## src/rtl/multi_port_axi_bridge_pkg.sv

```systemverilog
// Shared types and helpers for the multi-port AXI3 bridge.
// Port states, AXI constants and size/strobe conversion.
package axi_bridge_pkg;

  typedef enum logic [1:0] {
    IDLE    = 2'd0,
    RD_PEND = 2'd1,
    WR_PEND = 2'd2
  } PortState;

  localparam logic [1:0] AXI_BURST_INCR = 2'b01;
  localparam logic [3:0] AXI_LEN_SINGLE = 4'h0;

  function automatic logic [3:0] size_to_strobe(
    input logic [1:0] size,
    input logic [1:0] a
  );
    case (size)
      2'd0:    return 4'b0001 << a;
      2'd1:    return a[1] ? 4'b1100 : 4'b0011;
      default: return 4'b1111;
    endcase
  endfunction

  function automatic logic [2:0] size_to_axsize(
    input logic [1:0] size
  );
    return (size == 2'd3) ? 3'd2 : {1'b0, size};
  endfunction

endpackage

```

## src/rtl/multi_port_axi_bridge_if.sv

```systemverilog
// AXI3 single-beat master bus used by the bridge.
// The master modport is the bridge side, slave is the memory side.
interface multi_port_axi_bridge_if #(
  parameter int ADDR_WIDTH = 32,
  parameter int ID_WIDTH   = 4
);
  logic [ID_WIDTH-1:0]   arid;
  logic [ADDR_WIDTH-1:0] araddr;
  logic [3:0]            arlen;
  logic [2:0]            arsize;
  logic [1:0]            arburst;
  logic [1:0]            arlock;
  logic [3:0]            arcache;
  logic [2:0]            arprot;
  logic                  arvalid;
  logic                  arready;

  logic [ID_WIDTH-1:0]   rid;
  logic [31:0]           rdata;
  logic [1:0]            rresp;
  logic                  rlast;
  logic                  rvalid;
  logic                  rready;

  logic [ID_WIDTH-1:0]   awid;
  logic [ADDR_WIDTH-1:0] awaddr;
  logic [3:0]            awlen;
  logic [2:0]            awsize;
  logic [1:0]            awburst;
  logic [1:0]            awlock;
  logic [3:0]            awcache;
  logic [2:0]            awprot;
  logic                  awvalid;
  logic                  awready;

  logic [ID_WIDTH-1:0]   wid;
  logic [31:0]           wdata;
  logic [3:0]            wstrb;
  logic                  wlast;
  logic                  wvalid;
  logic                  wready;

  logic [ID_WIDTH-1:0]   bid;
  logic [1:0]            bresp;
  logic                  bvalid;
  logic                  bready;

  modport master (
    output arid, araddr, arlen, arsize, arburst,
    output arlock, arcache, arprot, arvalid,
    input  arready,
    input  rid, rdata, rresp, rlast, rvalid,
    output rready,
    output awid, awaddr, awlen, awsize, awburst,
    output awlock, awcache, awprot, awvalid,
    input  awready,
    output wid, wdata, wstrb, wlast, wvalid,
    input  wready,
    input  bid, bresp, bvalid,
    output bready
  );

  modport slave (
    input  arid, araddr, arlen, arsize, arburst,
    input  arlock, arcache, arprot, arvalid,
    output arready,
    output rid, rdata, rresp, rlast, rvalid,
    input  rready,
    input  awid, awaddr, awlen, awsize, awburst,
    input  awlock, awcache, awprot, awvalid,
    output awready,
    input  wid, wdata, wstrb, wlast, wvalid,
    output wready,
    output bid, bresp, bvalid,
    input  bready
  );

endinterface

```

## src/rtl/multi_port_axi_bridge_rr_arbiter.sv

```systemverilog
// Round-robin arbiter: pointer holds highest priority,
// moves to granted+1 whenever advance is high.
module rr_arbiter #(
  parameter int N = 2
) (
  input  logic         clock,
  input  logic         reset,
  input  logic [N-1:0] request,
  input  logic         advance,
  output logic [N-1:0] grant
);

  localparam int PW = (N > 1) ? $clog2(N) : 1;

  logic [PW-1:0] ptr_q, ptr_d;
  logic [PW:0]   sum;
  logic [PW:0]   nxt;
  logic [PW-1:0] idx;
  logic          found;

  always_comb begin
    grant = '0;
    ptr_d = ptr_q;
    found = 1'b0;
    sum   = '0;
    nxt   = '0;
    idx   = '0;
    for (int i = 0; i < N; i++) begin
      sum = {1'b0, ptr_q} + (PW+1)'(i);
      if (sum >= (PW+1)'(N)) sum = sum - (PW+1)'(N);
      idx = sum[PW-1:0];
      if (!found && request[idx]) begin
        found      = 1'b1;
        grant[idx] = 1'b1;
        nxt        = sum + (PW+1)'(1);
        if (nxt >= (PW+1)'(N)) nxt = '0;
        if (advance) ptr_d = nxt[PW-1:0];
      end
    end
  end

  always_ff @(posedge clock) begin
    if (reset) ptr_q <= '0;
    else       ptr_q <= ptr_d;
  end

endmodule

```

## src/rtl/multi_port_axi_bridge.sv

```systemverilog
// SRAM-like requester ports bridged onto one single-beat AXI3 master.
// One outstanding transaction per port; AXI ID is the port index.
module multi_port_axi_bridge
  import axi_bridge_pkg::*;
#(
  parameter int NUM_PORTS  = 2,
  parameter int ADDR_WIDTH = 32,
  parameter int ID_WIDTH   = 4
) (
  input  logic                            clock,
  input  logic                            reset,
  input  logic [NUM_PORTS-1:0]            req,
  input  logic [NUM_PORTS-1:0]            wr,
  input  logic [2*NUM_PORTS-1:0]          size,
  input  logic [ADDR_WIDTH*NUM_PORTS-1:0] addr,
  input  logic [32*NUM_PORTS-1:0]         wdata,
  output logic [32*NUM_PORTS-1:0]         rdata,
  output logic [NUM_PORTS-1:0]            addr_ok,
  output logic [NUM_PORTS-1:0]            data_ok,
  multi_port_axi_bridge_if.master         axi
);

  localparam int N  = NUM_PORTS;
  localparam int AW = ADDR_WIDTH;
  localparam int WW = ADDR_WIDTH - 2;

  PortState        state_q [N];
  PortState        state_d [N];
  logic [WW-1:0]   paddr_q [N];
  logic [WW-1:0]   paddr_d [N];

  logic [N-1:0]    haz_rd, haz_wr;
  logic [N-1:0]    rd_cand, wr_cand;
  logic [N-1:0]    rd_gnt, wr_gnt;
  logic [N-1:0]    data_ok_q, data_ok_d;
  logic [32*N-1:0] rdata_q, rdata_d;

  logic            arvalid_q, arvalid_d;
  logic [ID_WIDTH-1:0] arid_q, arid_d;
  logic [AW-1:0]   araddr_q, araddr_d;
  logic [2:0]      arsize_q, arsize_d;

  logic            awvalid_q, awvalid_d;
  logic [ID_WIDTH-1:0] awid_q, awid_d;
  logic [AW-1:0]   awaddr_q, awaddr_d;
  logic [2:0]      awsize_q, awsize_d;

  logic            wvalid_q, wvalid_d;
  logic [ID_WIDTH-1:0] wid_q, wid_d;
  logic [31:0]     wdat_q, wdat_d;
  logic [3:0]      wstrb_q, wstrb_d;

  logic            unused;
  assign unused = ^{axi.rresp, axi.rlast, axi.bresp};

  // Same-word hazard against any port pending in the opposite direction
  always_comb begin
    haz_rd  = '0;
    haz_wr  = '0;
    rd_cand = '0;
    wr_cand = '0;
    for (int p = 0; p < N; p++) begin
      for (int q = 0; q < N; q++) begin
        if (paddr_q[q] == addr[p*AW+2 +: WW]) begin
          if (state_q[q] == WR_PEND) haz_rd[p] = 1'b1;
          if (state_q[q] == RD_PEND) haz_wr[p] = 1'b1;
        end
      end
      if (!reset && state_q[p] == IDLE && req[p]) begin
        rd_cand[p] = !wr[p] && !haz_rd[p] && !arvalid_q;
        wr_cand[p] = wr[p] && !haz_wr[p] &&
                     !awvalid_q && !wvalid_q;
      end
    end
  end

  rr_arbiter #(.N(N)) u_rd_arb (
    .clock   (clock),
    .reset   (reset),
    .request (rd_cand),
    .advance (|rd_gnt),
    .grant   (rd_gnt)
  );

  rr_arbiter #(.N(N)) u_wr_arb (
    .clock   (clock),
    .reset   (reset),
    .request (wr_cand),
    .advance (|wr_gnt),
    .grant   (wr_gnt)
  );

  assign addr_ok = rd_gnt | wr_gnt;

  always_comb begin
    state_d   = state_q;
    paddr_d   = paddr_q;
    rdata_d   = rdata_q;
    data_ok_d = '0;
    arvalid_d = arvalid_q;
    arid_d    = arid_q;
    araddr_d  = araddr_q;
    arsize_d  = arsize_q;
    awvalid_d = awvalid_q;
    awid_d    = awid_q;
    awaddr_d  = awaddr_q;
    awsize_d  = awsize_q;
    wvalid_d  = wvalid_q;
    wid_d     = wid_q;
    wdat_d    = wdat_q;
    wstrb_d   = wstrb_q;

    if (arvalid_q && axi.arready) arvalid_d = 1'b0;
    if (awvalid_q && axi.awready) awvalid_d = 1'b0;
    if (wvalid_q && axi.wready)   wvalid_d  = 1'b0;

    for (int p = 0; p < N; p++) begin
      if (rd_gnt[p]) begin
        arvalid_d  = 1'b1;
        arid_d     = ID_WIDTH'(p);
        araddr_d   = addr[p*AW +: AW];
        arsize_d   = size_to_axsize(size[2*p +: 2]);
        paddr_d[p] = addr[p*AW+2 +: WW];
        state_d[p] = RD_PEND;
      end
      if (wr_gnt[p]) begin
        awvalid_d  = 1'b1;
        wvalid_d   = 1'b1;
        awid_d     = ID_WIDTH'(p);
        wid_d      = ID_WIDTH'(p);
        awaddr_d   = addr[p*AW +: AW];
        awsize_d   = size_to_axsize(size[2*p +: 2]);
        wdat_d     = wdata[32*p +: 32];
        wstrb_d    = size_to_strobe(size[2*p +: 2],
                                    addr[p*AW +: 2]);
        paddr_d[p] = addr[p*AW+2 +: WW];
        state_d[p] = WR_PEND;
      end
      // Responses to ports not waiting for them fall through here
      if (axi.rvalid && axi.rid == ID_WIDTH'(p) &&
          state_q[p] == RD_PEND) begin
        rdata_d[32*p +: 32] = axi.rdata;
        data_ok_d[p]        = 1'b1;
        state_d[p]          = IDLE;
      end
      if (axi.bvalid && axi.bid == ID_WIDTH'(p) &&
          state_q[p] == WR_PEND) begin
        data_ok_d[p] = 1'b1;
        state_d[p]   = IDLE;
      end
    end
  end

  always_ff @(posedge clock) begin
    if (reset) begin
      for (int p = 0; p < N; p++) begin
        state_q[p] <= IDLE;
        paddr_q[p] <= '0;
      end
      rdata_q   <= '0;
      data_ok_q <= '0;
      arvalid_q <= 1'b0;
      arid_q    <= '0;
      araddr_q  <= '0;
      arsize_q  <= '0;
      awvalid_q <= 1'b0;
      awid_q    <= '0;
      awaddr_q  <= '0;
      awsize_q  <= '0;
      wvalid_q  <= 1'b0;
      wid_q     <= '0;
      wdat_q    <= '0;
      wstrb_q   <= '0;
    end else begin
      state_q   <= state_d;
      paddr_q   <= paddr_d;
      rdata_q   <= rdata_d;
      data_ok_q <= data_ok_d;
      arvalid_q <= arvalid_d;
      arid_q    <= arid_d;
      araddr_q  <= araddr_d;
      arsize_q  <= arsize_d;
      awvalid_q <= awvalid_d;
      awid_q    <= awid_d;
      awaddr_q  <= awaddr_d;
      awsize_q  <= awsize_d;
      wvalid_q  <= wvalid_d;
      wid_q     <= wid_d;
      wdat_q    <= wdat_d;
      wstrb_q   <= wstrb_d;
    end
  end

  assign rdata       = rdata_q;
  assign data_ok     = data_ok_q;

  assign axi.arid    = arid_q;
  assign axi.araddr  = araddr_q;
  assign axi.arlen   = AXI_LEN_SINGLE;
  assign axi.arsize  = arsize_q;
  assign axi.arburst = AXI_BURST_INCR;
  assign axi.arlock  = 2'b00;
  assign axi.arcache = 4'b0000;
  assign axi.arprot  = 3'b000;
  assign axi.arvalid = arvalid_q;
  assign axi.rready  = 1'b1;

  assign axi.awid    = awid_q;
  assign axi.awaddr  = awaddr_q;
  assign axi.awlen   = AXI_LEN_SINGLE;
  assign axi.awsize  = awsize_q;
  assign axi.awburst = AXI_BURST_INCR;
  assign axi.awlock  = 2'b00;
  assign axi.awcache = 4'b0000;
  assign axi.awprot  = 3'b000;
  assign axi.awvalid = awvalid_q;

  assign axi.wid     = wid_q;
  assign axi.wdata   = wdat_q;
  assign axi.wstrb   = wstrb_q;
  assign axi.wlast   = 1'b1;
  assign axi.wvalid  = wvalid_q;
  assign axi.bready  = 1'b1;

endmodule
```

## src/flat_wrapper.sv

```systemverilog
// flat-port wrapper written by rule: the top's interface ports become plain ports
module multi_port_axi_bridge_flat import axi_bridge_pkg::*;
#(
  parameter int NUM_PORTS  = 2,
  parameter int ADDR_WIDTH = 32,
  parameter int ID_WIDTH   = 4
)
  (clock, reset, req, wr, size, addr, wdata, rdata, addr_ok, data_ok, axi_arid, axi_araddr, axi_arlen, axi_arsize, axi_arburst, axi_arlock, axi_arcache, axi_arprot, axi_arvalid, axi_arready, axi_rid, axi_rdata, axi_rresp, axi_rlast, axi_rvalid, axi_rready, axi_awid, axi_awaddr, axi_awlen, axi_awsize, axi_awburst, axi_awlock, axi_awcache, axi_awprot, axi_awvalid, axi_awready, axi_wid, axi_wdata, axi_wstrb, axi_wlast, axi_wvalid, axi_wready, axi_bid, axi_bresp, axi_bvalid, axi_bready);
  multi_port_axi_bridge_if #(.ADDR_WIDTH(ADDR_WIDTH), .ID_WIDTH(ID_WIDTH)) axi_i ();
  input  logic clock;
  input  logic reset;
  input  logic [NUM_PORTS-1:0] req;
  input  logic [NUM_PORTS-1:0] wr;
  input  logic [2*NUM_PORTS-1:0] size;
  input  logic [ADDR_WIDTH*NUM_PORTS-1:0] addr;
  input  logic [32*NUM_PORTS-1:0] wdata;
  output logic [32*NUM_PORTS-1:0] rdata;
  output logic [NUM_PORTS-1:0] addr_ok;
  output logic [NUM_PORTS-1:0] data_ok;
  output wire logic [$bits(axi_i.arid)-1:0] axi_arid;
  output wire logic [$bits(axi_i.araddr)-1:0] axi_araddr;
  output wire logic [$bits(axi_i.arlen)-1:0] axi_arlen;
  output wire logic [$bits(axi_i.arsize)-1:0] axi_arsize;
  output wire logic [$bits(axi_i.arburst)-1:0] axi_arburst;
  output wire logic [$bits(axi_i.arlock)-1:0] axi_arlock;
  output wire logic [$bits(axi_i.arcache)-1:0] axi_arcache;
  output wire logic [$bits(axi_i.arprot)-1:0] axi_arprot;
  output wire logic [$bits(axi_i.arvalid)-1:0] axi_arvalid;
  input wire logic [$bits(axi_i.arready)-1:0] axi_arready;
  input wire logic [$bits(axi_i.rid)-1:0] axi_rid;
  input wire logic [$bits(axi_i.rdata)-1:0] axi_rdata;
  input wire logic [$bits(axi_i.rresp)-1:0] axi_rresp;
  input wire logic [$bits(axi_i.rlast)-1:0] axi_rlast;
  input wire logic [$bits(axi_i.rvalid)-1:0] axi_rvalid;
  output wire logic [$bits(axi_i.rready)-1:0] axi_rready;
  output wire logic [$bits(axi_i.awid)-1:0] axi_awid;
  output wire logic [$bits(axi_i.awaddr)-1:0] axi_awaddr;
  output wire logic [$bits(axi_i.awlen)-1:0] axi_awlen;
  output wire logic [$bits(axi_i.awsize)-1:0] axi_awsize;
  output wire logic [$bits(axi_i.awburst)-1:0] axi_awburst;
  output wire logic [$bits(axi_i.awlock)-1:0] axi_awlock;
  output wire logic [$bits(axi_i.awcache)-1:0] axi_awcache;
  output wire logic [$bits(axi_i.awprot)-1:0] axi_awprot;
  output wire logic [$bits(axi_i.awvalid)-1:0] axi_awvalid;
  input wire logic [$bits(axi_i.awready)-1:0] axi_awready;
  output wire logic [$bits(axi_i.wid)-1:0] axi_wid;
  output wire logic [$bits(axi_i.wdata)-1:0] axi_wdata;
  output wire logic [$bits(axi_i.wstrb)-1:0] axi_wstrb;
  output wire logic [$bits(axi_i.wlast)-1:0] axi_wlast;
  output wire logic [$bits(axi_i.wvalid)-1:0] axi_wvalid;
  input wire logic [$bits(axi_i.wready)-1:0] axi_wready;
  input wire logic [$bits(axi_i.bid)-1:0] axi_bid;
  input wire logic [$bits(axi_i.bresp)-1:0] axi_bresp;
  input wire logic [$bits(axi_i.bvalid)-1:0] axi_bvalid;
  output wire logic [$bits(axi_i.bready)-1:0] axi_bready;
  assign axi_arid = axi_i.arid;
  assign axi_araddr = axi_i.araddr;
  assign axi_arlen = axi_i.arlen;
  assign axi_arsize = axi_i.arsize;
  assign axi_arburst = axi_i.arburst;
  assign axi_arlock = axi_i.arlock;
  assign axi_arcache = axi_i.arcache;
  assign axi_arprot = axi_i.arprot;
  assign axi_arvalid = axi_i.arvalid;
  assign axi_i.arready = axi_arready;
  assign axi_i.rid = axi_rid;
  assign axi_i.rdata = axi_rdata;
  assign axi_i.rresp = axi_rresp;
  assign axi_i.rlast = axi_rlast;
  assign axi_i.rvalid = axi_rvalid;
  assign axi_rready = axi_i.rready;
  assign axi_awid = axi_i.awid;
  assign axi_awaddr = axi_i.awaddr;
  assign axi_awlen = axi_i.awlen;
  assign axi_awsize = axi_i.awsize;
  assign axi_awburst = axi_i.awburst;
  assign axi_awlock = axi_i.awlock;
  assign axi_awcache = axi_i.awcache;
  assign axi_awprot = axi_i.awprot;
  assign axi_awvalid = axi_i.awvalid;
  assign axi_i.awready = axi_awready;
  assign axi_wid = axi_i.wid;
  assign axi_wdata = axi_i.wdata;
  assign axi_wstrb = axi_i.wstrb;
  assign axi_wlast = axi_i.wlast;
  assign axi_wvalid = axi_i.wvalid;
  assign axi_i.wready = axi_wready;
  assign axi_i.bid = axi_bid;
  assign axi_i.bresp = axi_bresp;
  assign axi_i.bvalid = axi_bvalid;
  assign axi_bready = axi_i.bready;
  multi_port_axi_bridge #(.NUM_PORTS(NUM_PORTS), .ADDR_WIDTH(ADDR_WIDTH), .ID_WIDTH(ID_WIDTH)) u_core (.clock(clock), .reset(reset), .req(req), .wr(wr), .size(size), .addr(addr), .wdata(wdata), .rdata(rdata), .addr_ok(addr_ok), .data_ok(data_ok), .axi(axi_i));
endmodule
```

## config.mk

```make
export PLATFORM = sky130hd
export DESIGN_NAME = multi_port_axi_bridge_flat
export DESIGN_NICKNAME = d
export VERILOG_FILES = /design/src/rtl/multi_port_axi_bridge_pkg.sv /design/src/rtl/multi_port_axi_bridge_if.sv /design/src/rtl/multi_port_axi_bridge_rr_arbiter.sv /design/src/rtl/multi_port_axi_bridge.sv /design/src/flat_wrapper.sv
export SDC_FILE = /design/constraint.sdc
export NUM_CORES = 1
export LEC_CHECK = 0
export ABC_AREA = 1
export BUFFER_PORTS_ARGS = -buffer_cell sky130_fd_sc_hd__buf_2
export CAP_MARGIN = 20
export CORE_ASPECT_RATIO = 1.1
export CORE_MARGIN = 2
export CORE_UTILIZATION = 30
export CTS_CLUSTER_DIAMETER = 200
export DETAILED_ROUTE_END_ITERATION = 10
export PLACE_DENSITY_LB_ADDON = 0.25
export SKIP_CTS_REPAIR_TIMING = 1
export SLEW_MARGIN = 20
export SYNTH_ARGS = -nofsm -noshare
export SYNTH_HDL_FRONTEND = slang
export SYNTH_SLANG_ARGS = --single-unit
```

## constraint.sdc

```tcl
create_clock -name clock -period 2.5 [get_ports clock]
set_input_delay 0.25 -clock clock [delete_from_list [all_inputs] [get_ports clock]]
set_output_delay 0.25 -clock clock [all_outputs]
set_load 0.05 [all_outputs]
```

==> out/results.txt, run 1 <==
MaxCap Viol Count: 0
Setup crit end kind: output pin
H-tree Lvls: 1
Slew Viols, Final: 0
worst skew pair latency: 0.55 ns
Syn Inst Count: 1739
crit path cell chain: xnor2_1 > nand2_1 > nor2_2 > nand2_2 > nor2_4 > nand3_2 > nand2_2 > inv_4 > nand2_8 > nand2_8 > nand2_4 > buf_12
input/output buffers: 360
synth-to-layout area growth: 32.8%
initial antenna violation count: 3
Via Count: 11917
Final Critical Period: 2.42 ns
status: finished, violations left
gpl congestion: 0.786
CTS Root Buffer Type: clkbuf_16
Die Ht: 212 um
clk sinks: 241
syn avg cell area: 6.76 um2
overall power: 11.0 mW
Worst EP arrival: 2.17 ns
Reg area: 4830 um2
most frequent cell after synthesis: nand2_1
Yosys reg bits: 241
synth unique cells: 36
Async S/R FF share, synth: 0%
Clock transition at path regs: 0.06 ns
GRT overflow: 0
final hold violations: 16
WL/cell: 15.0 um
Worst Clk Skew: 0.0126 ns
die area: 40800 um2
CTS Buf Count: 29
fillers: 4103
Post-synth EDFFs: 0
DPL Wire Length: 27500 um
first-pass GRT wire length: 58000 um
Hold Crit Class: in2reg
fin nets: 2312
CP Max Fanout: 3
vias in the first global route: 10683
fin crit share: 96.6%
GRT Total Usage: 18.0%
unrepaired setup endpoints after global routing: true
synthesized area: 11800 um2
top layer in use: met5
sequential-to-total area share from yosys stat: 41.0%
area of the multi-input gates: 5620 um2
met3 wire length: 2730 um
I/O Pins: 410
Via density: 4.49
row count: 76
wire length on met1: 17300 um
Setup Viol. Count Final: 0
proportion of layout cells with a drive suffix above 1: 23.3%
Crit path largest cell delay: 0.31 ns
Post-DRT Antenna Nets: 0
DRT iter0 DRCs: 615
list of most frequent post-synthesis cells: 340 x nand2_1, 303 x nor2_1, 241 x dfxtp_1
largest area contributor in the netlist: dfxtp_1
Most used DFF post-synth: dfxtp_1
initial core utilization: 30.2%
met2 wire len: 18700 um
final hold slack: -0.0298 ns
slowest cell on the critical path: dfxtp_1
final wirelength: 39700 um
synth top area cells: dfxtp_1 41%, nand2_1 11%, nor2_1 9.7%, o21ai_0 8.7%, inv_1 6.1%
TritonRoute pass-1 iters: 5
core footprint: 38900 um2
largest net degree at the start of global routing: 113
Synth Warn #: 0
PwrDens: 701 nW/um2
Relative slew margins: 35.6%
Remaining DRCs: 0
Critical Path Start Type: flip-flop
Die W: 193 um
WP data required: 2.25 ns
Setup CP Type: reg2out
CTS tree: built
fmax: 414 MHz
worst-case clock buffer depth: 3
Worst VDD drop: 0.000488 V
failing checks: hold timing
Leakage: 8.12 nW
worst slew pin tran: 0.965 ns
top cell type's share of synthesized area: 41.0%
-- routing by layer --
layer,track usage [%],up-vias
li1,-,6125
met3,3.85,65
met4,5.76,6
met5,0,-
met2,30.4,350
met1,22.8,5371
-- cells in the final DEF (no fill, tap or decap), types with 19 or more instances in the layout --
cell / instances
buf_2: 358
nand2_1: 331
nor2_1: 295
dfxtp_1: 233
o21ai_0: 204
inv_1: 190
a21oi_1: 76
o21ai_1: 58
nand3_1: 57
xnor2_1: 53
dlygate4sd3_1: 49
conb_1: 44
buf_4: 32
clkbuf_16: 30
nand3b_1: 19
-- area by class of cell --
type                       count  area share, %
clock buffer                  39           5.14
timing repair buffer         453           18.0
clock inverter                14           1.02
antenna                        1         0.0160
tap                          507           4.06
inverter                     200           4.87
multi-input combinational   1199           36.0
sequential                   241           30.9
-- flip-flops by register name, indices dropped and copies added, names as in the netlist --
signal                 count
u_core.axi.araddr         32
u_core.axi.arid            1
u_core.axi.arsize          2
u_core.axi.arvalid         1
u_core.axi.awaddr         32
u_core.axi.awsize          2
u_core.axi.awvalid         1
u_core.axi.wdata          32
u_core.axi.wid             1
u_core.axi.wstrb           4
u_core.axi.wvalid          1
u_core.data_ok             2
u_core.paddr_q            60
u_core.rdata              64
u_core.state_q             4
u_core.u_rd_arb.ptr_q      1
u_core.u_wr_arb.ptr_q      1
-- per-stage QoR --
step                      std cells  worst slack (ns)  area (um2)  setup TNS [ns]  utilization (%)
after floorplan                1781             0.517       11900               0                -
after global placement         2545            0.0527       13900               0             35.8
after detailed placement       2545            0.0522       13900               0             35.8
after CTS                      2598            -0.287       14900          -0.561             38.3
after global routing           2653           -0.0634       15600          -0.114             40.2
final                          2654            0.0839       15600               0             40.2
-- critical path, delay by kind of cell, from the launching register on --
family | cells | cell delay [ns]
flops | 1 | 0.31
buf+inv | 2 | 0.19
xor+xnor | 1 | 0.16
simple gates | 9 | 0.94
-- power breakdown --
| group | switching (mW) | internal [mW] | total (mW) |
|---|---|---|---|
| Clock | 1.70 | 2.56 | 4.26 |
| Sequential | 0.153 | 4.11 | 4.26 |
| Combinational | 1.69 | 0.752 | 2.44 |
| Total | 3.54 | 7.42 | 11.0 |
-- cell families (layout without fill, tap and decap cells) --
logic type / Yosys count / count (layout) / synth area share, %
simple gates: 747 / 747 / 25.9
buf+inv: 341 / 706 / 13.6
compound gates: 345 / 345 / 14.8
flops: 241 / 241 / 41.0
xor+xnor: 63 / 63 / 4.69
other cells: 2 / 45 / 0.0638
-- path summary, 6_finish.rpt --
path | start | endpoint | slack, ns | cells past startpoint
worst max register to register | u_core.paddr_q[42] | u_core.axi.awaddr[4] | 0.19 | 15
worst max-delay path | u_core.paddr_q[42] | addr_ok[0] | 0.08 | 12
worst min register to register | u_core.rdata[53] | u_core.rdata[53] | 0.47 | 2
worst min-delay path | axi_rdata[14] | u_core.rdata[14] | -0.03 | 3
Power figures use the tool's default switching activity.
==> run 2, diff against run 1 <==
RECOVER_POWER = 25   (was unset)
==> run 2 against run 1 <==
  * The flow still finishes with violations (hold timing)
  * Sequential share of layout area grew 0.26 points
  * Maximum frequency is essentially flat
  * First-iteration DRC count decreased by 14%
  * Wire length rose by 0.24%
  * Critical path depth shrank 1
  * Via count shrank 0.16%
  * Design area shrank 0.83%
  * Die area unchanged
  * Final cell count unchanged
  * Global-route usage is the same
  * Critical path type unchanged
==> out/results.txt, run 2 (synthesized netlist as in run 1, its figures left out) <==
status: finished, violations left
failing checks: hold timing
Setup CP Type: reg2out
Via density: 4.48
Via Count: 11898
proportion of layout cells with a drive suffix above 1: 18.5%
GRT Total Usage: 18.0%
pre-CTS setup slack: 0.0522 ns
overall power: 10.9 mW
fmax: 414 MHz
clk sinks: 241
fin nets: 2312
worst slew pin tran: 0.988 ns
fin crit share: 96.7%
Worst EP arrival: 2.17 ns
crit path cell chain: or2_1 > a21oi_2 > nand3_2 > nor2_4 > nand3_2 > nand2_2 > inv_4 > nand2_8 > nand2_8 > nand2_4 > buf_12
Worst Clk Skew: 0.0144 ns
Hold Crit Class: in2reg
grt met3 use: 3.85%
Die Ht: 212 um
vias in the first global route: 10683
Clock transition at path regs: 0.06 ns
gpl congestion: 0.786
Setup crit end kind: output pin
input/output buffers: 360
max reg flops: 64
Relative slew margins: 34.1%
DPL Wire Length: 27500 um
DP Cell Count: 2545
placed cell area: 13900 um2
met1 usage: 22.8%
WP data required: 2.25 ns
H-tree Lvls: 1
non-filler cells, final: 2654
most common cell after layout, fill and taps aside: nand2_1
Worst VDD drop: 0.000485 V
CP Max Fanout: 3
Critical Path Start Type: flip-flop
worst-case clock buffer depth: 3
Final Critical Period: 2.42 ns
Slew Viols, Final: 0
Setup Viol. Count Final: 0
largest net degree at the start of global routing: 113
synth-to-layout area growth: 31.7%
MaxCap Viol Count: 0
TritonRoute pass-1 iters: 5
row count: 76
Die W: 193 um
final wirelength: 39800 um
first-pass GRT wire length: 58000 um
PwrDens: 706 nW/um2
final hold violations: 16
die area: 40800 um2
I/O Pins: 410
Leakage: 7.70 nW
CTS Root Buffer Type: clkbuf_16
FF-to-FF setup slack: 0.18 ns
worst skew pair latency: 0.56 ns
DRT iter0 DRCs: 529
Crit path largest cell delay: 0.32 ns
initial core utilization: 30.2%
unrepaired setup endpoints after global routing: true
slowest cell on the critical path: dfxtp_2
Final Cell Area: 15500 um2
Remaining DRCs: 0
Post-DRT Antenna Nets: 0
core footprint: 38900 um2
CTS Buf Count: 29
grt met2 use: 30.4%
most frequent cells in the layout: 331 x nand2_1, 295 x nor2_1, 256 x buf_2
initial antenna violation count: 3
layer carrying the most global-route usage: met2
PnR worst setup slack: 0.0833 ns
GRT overflow: 0
CTS tree: built
Final Core Density: 39.8%
final hold slack: -0.0297 ns
WL/cell: 15.0 um
Fin Setup TNS: 0 ns
==> run 2: changes by cell type in the layout (fill, tap and decap cells not counted) <==
cell / before / now
clkbuf_1: 6 / 108
buf_4: 32 / 31
buf_2: 358 / 256
clkbuf_2: 0 / 1
==> run 2: report_power, final <==
group          switching, mW  total, mW  internal, mW  leakage [nW]
Combinational           1.69       2.41         0.726          5.25
Sequential             0.155       4.26          4.11          1.97
Clock                   1.70       4.26          2.56         0.476
Total                   3.54       10.9          7.39          7.70
==> run 2: final timing paths <==
path,start,to,depth (start not counted)
setup / recovery,u_core.paddr_q[59],addr_ok[0],11
hold / removal,axi_rdata[14],u_core.rdata[14],3
setup reg to reg,u_core.paddr_q[59],u_core.axi.awaddr[4],14
hold reg to reg,u_core.rdata[53],u_core.rdata[53],2
==> run 2: cell type report <==
cell class	instances	area, um2
Inverter	200	761
Clock inverter	14	159
Antenna cell	1	2.50
Multi-Input combinational cell	1199	5620
Fill cell	4143	23400
Clock buffer	39	803
Timing Repair Buffer	453	2680
Tap cell	507	634
Sequential cell	241	4830
==> run 2: worst max-delay path, delay by kind of cell, from the launching register on <==
kind                   cells  cell delay, ns
AOI/OAI and AO/OA          1            0.16
DFF                        1            0.32
buffers and inverters      2            0.19
and+or+nand+nor            8            0.95
==> run 2: metal layers <==
layer  wire length, um  vias up
met1             17400     5349
met4               962        6
met2             18700      346
met3              2750       64
li1                  -     6133
met5                32        -
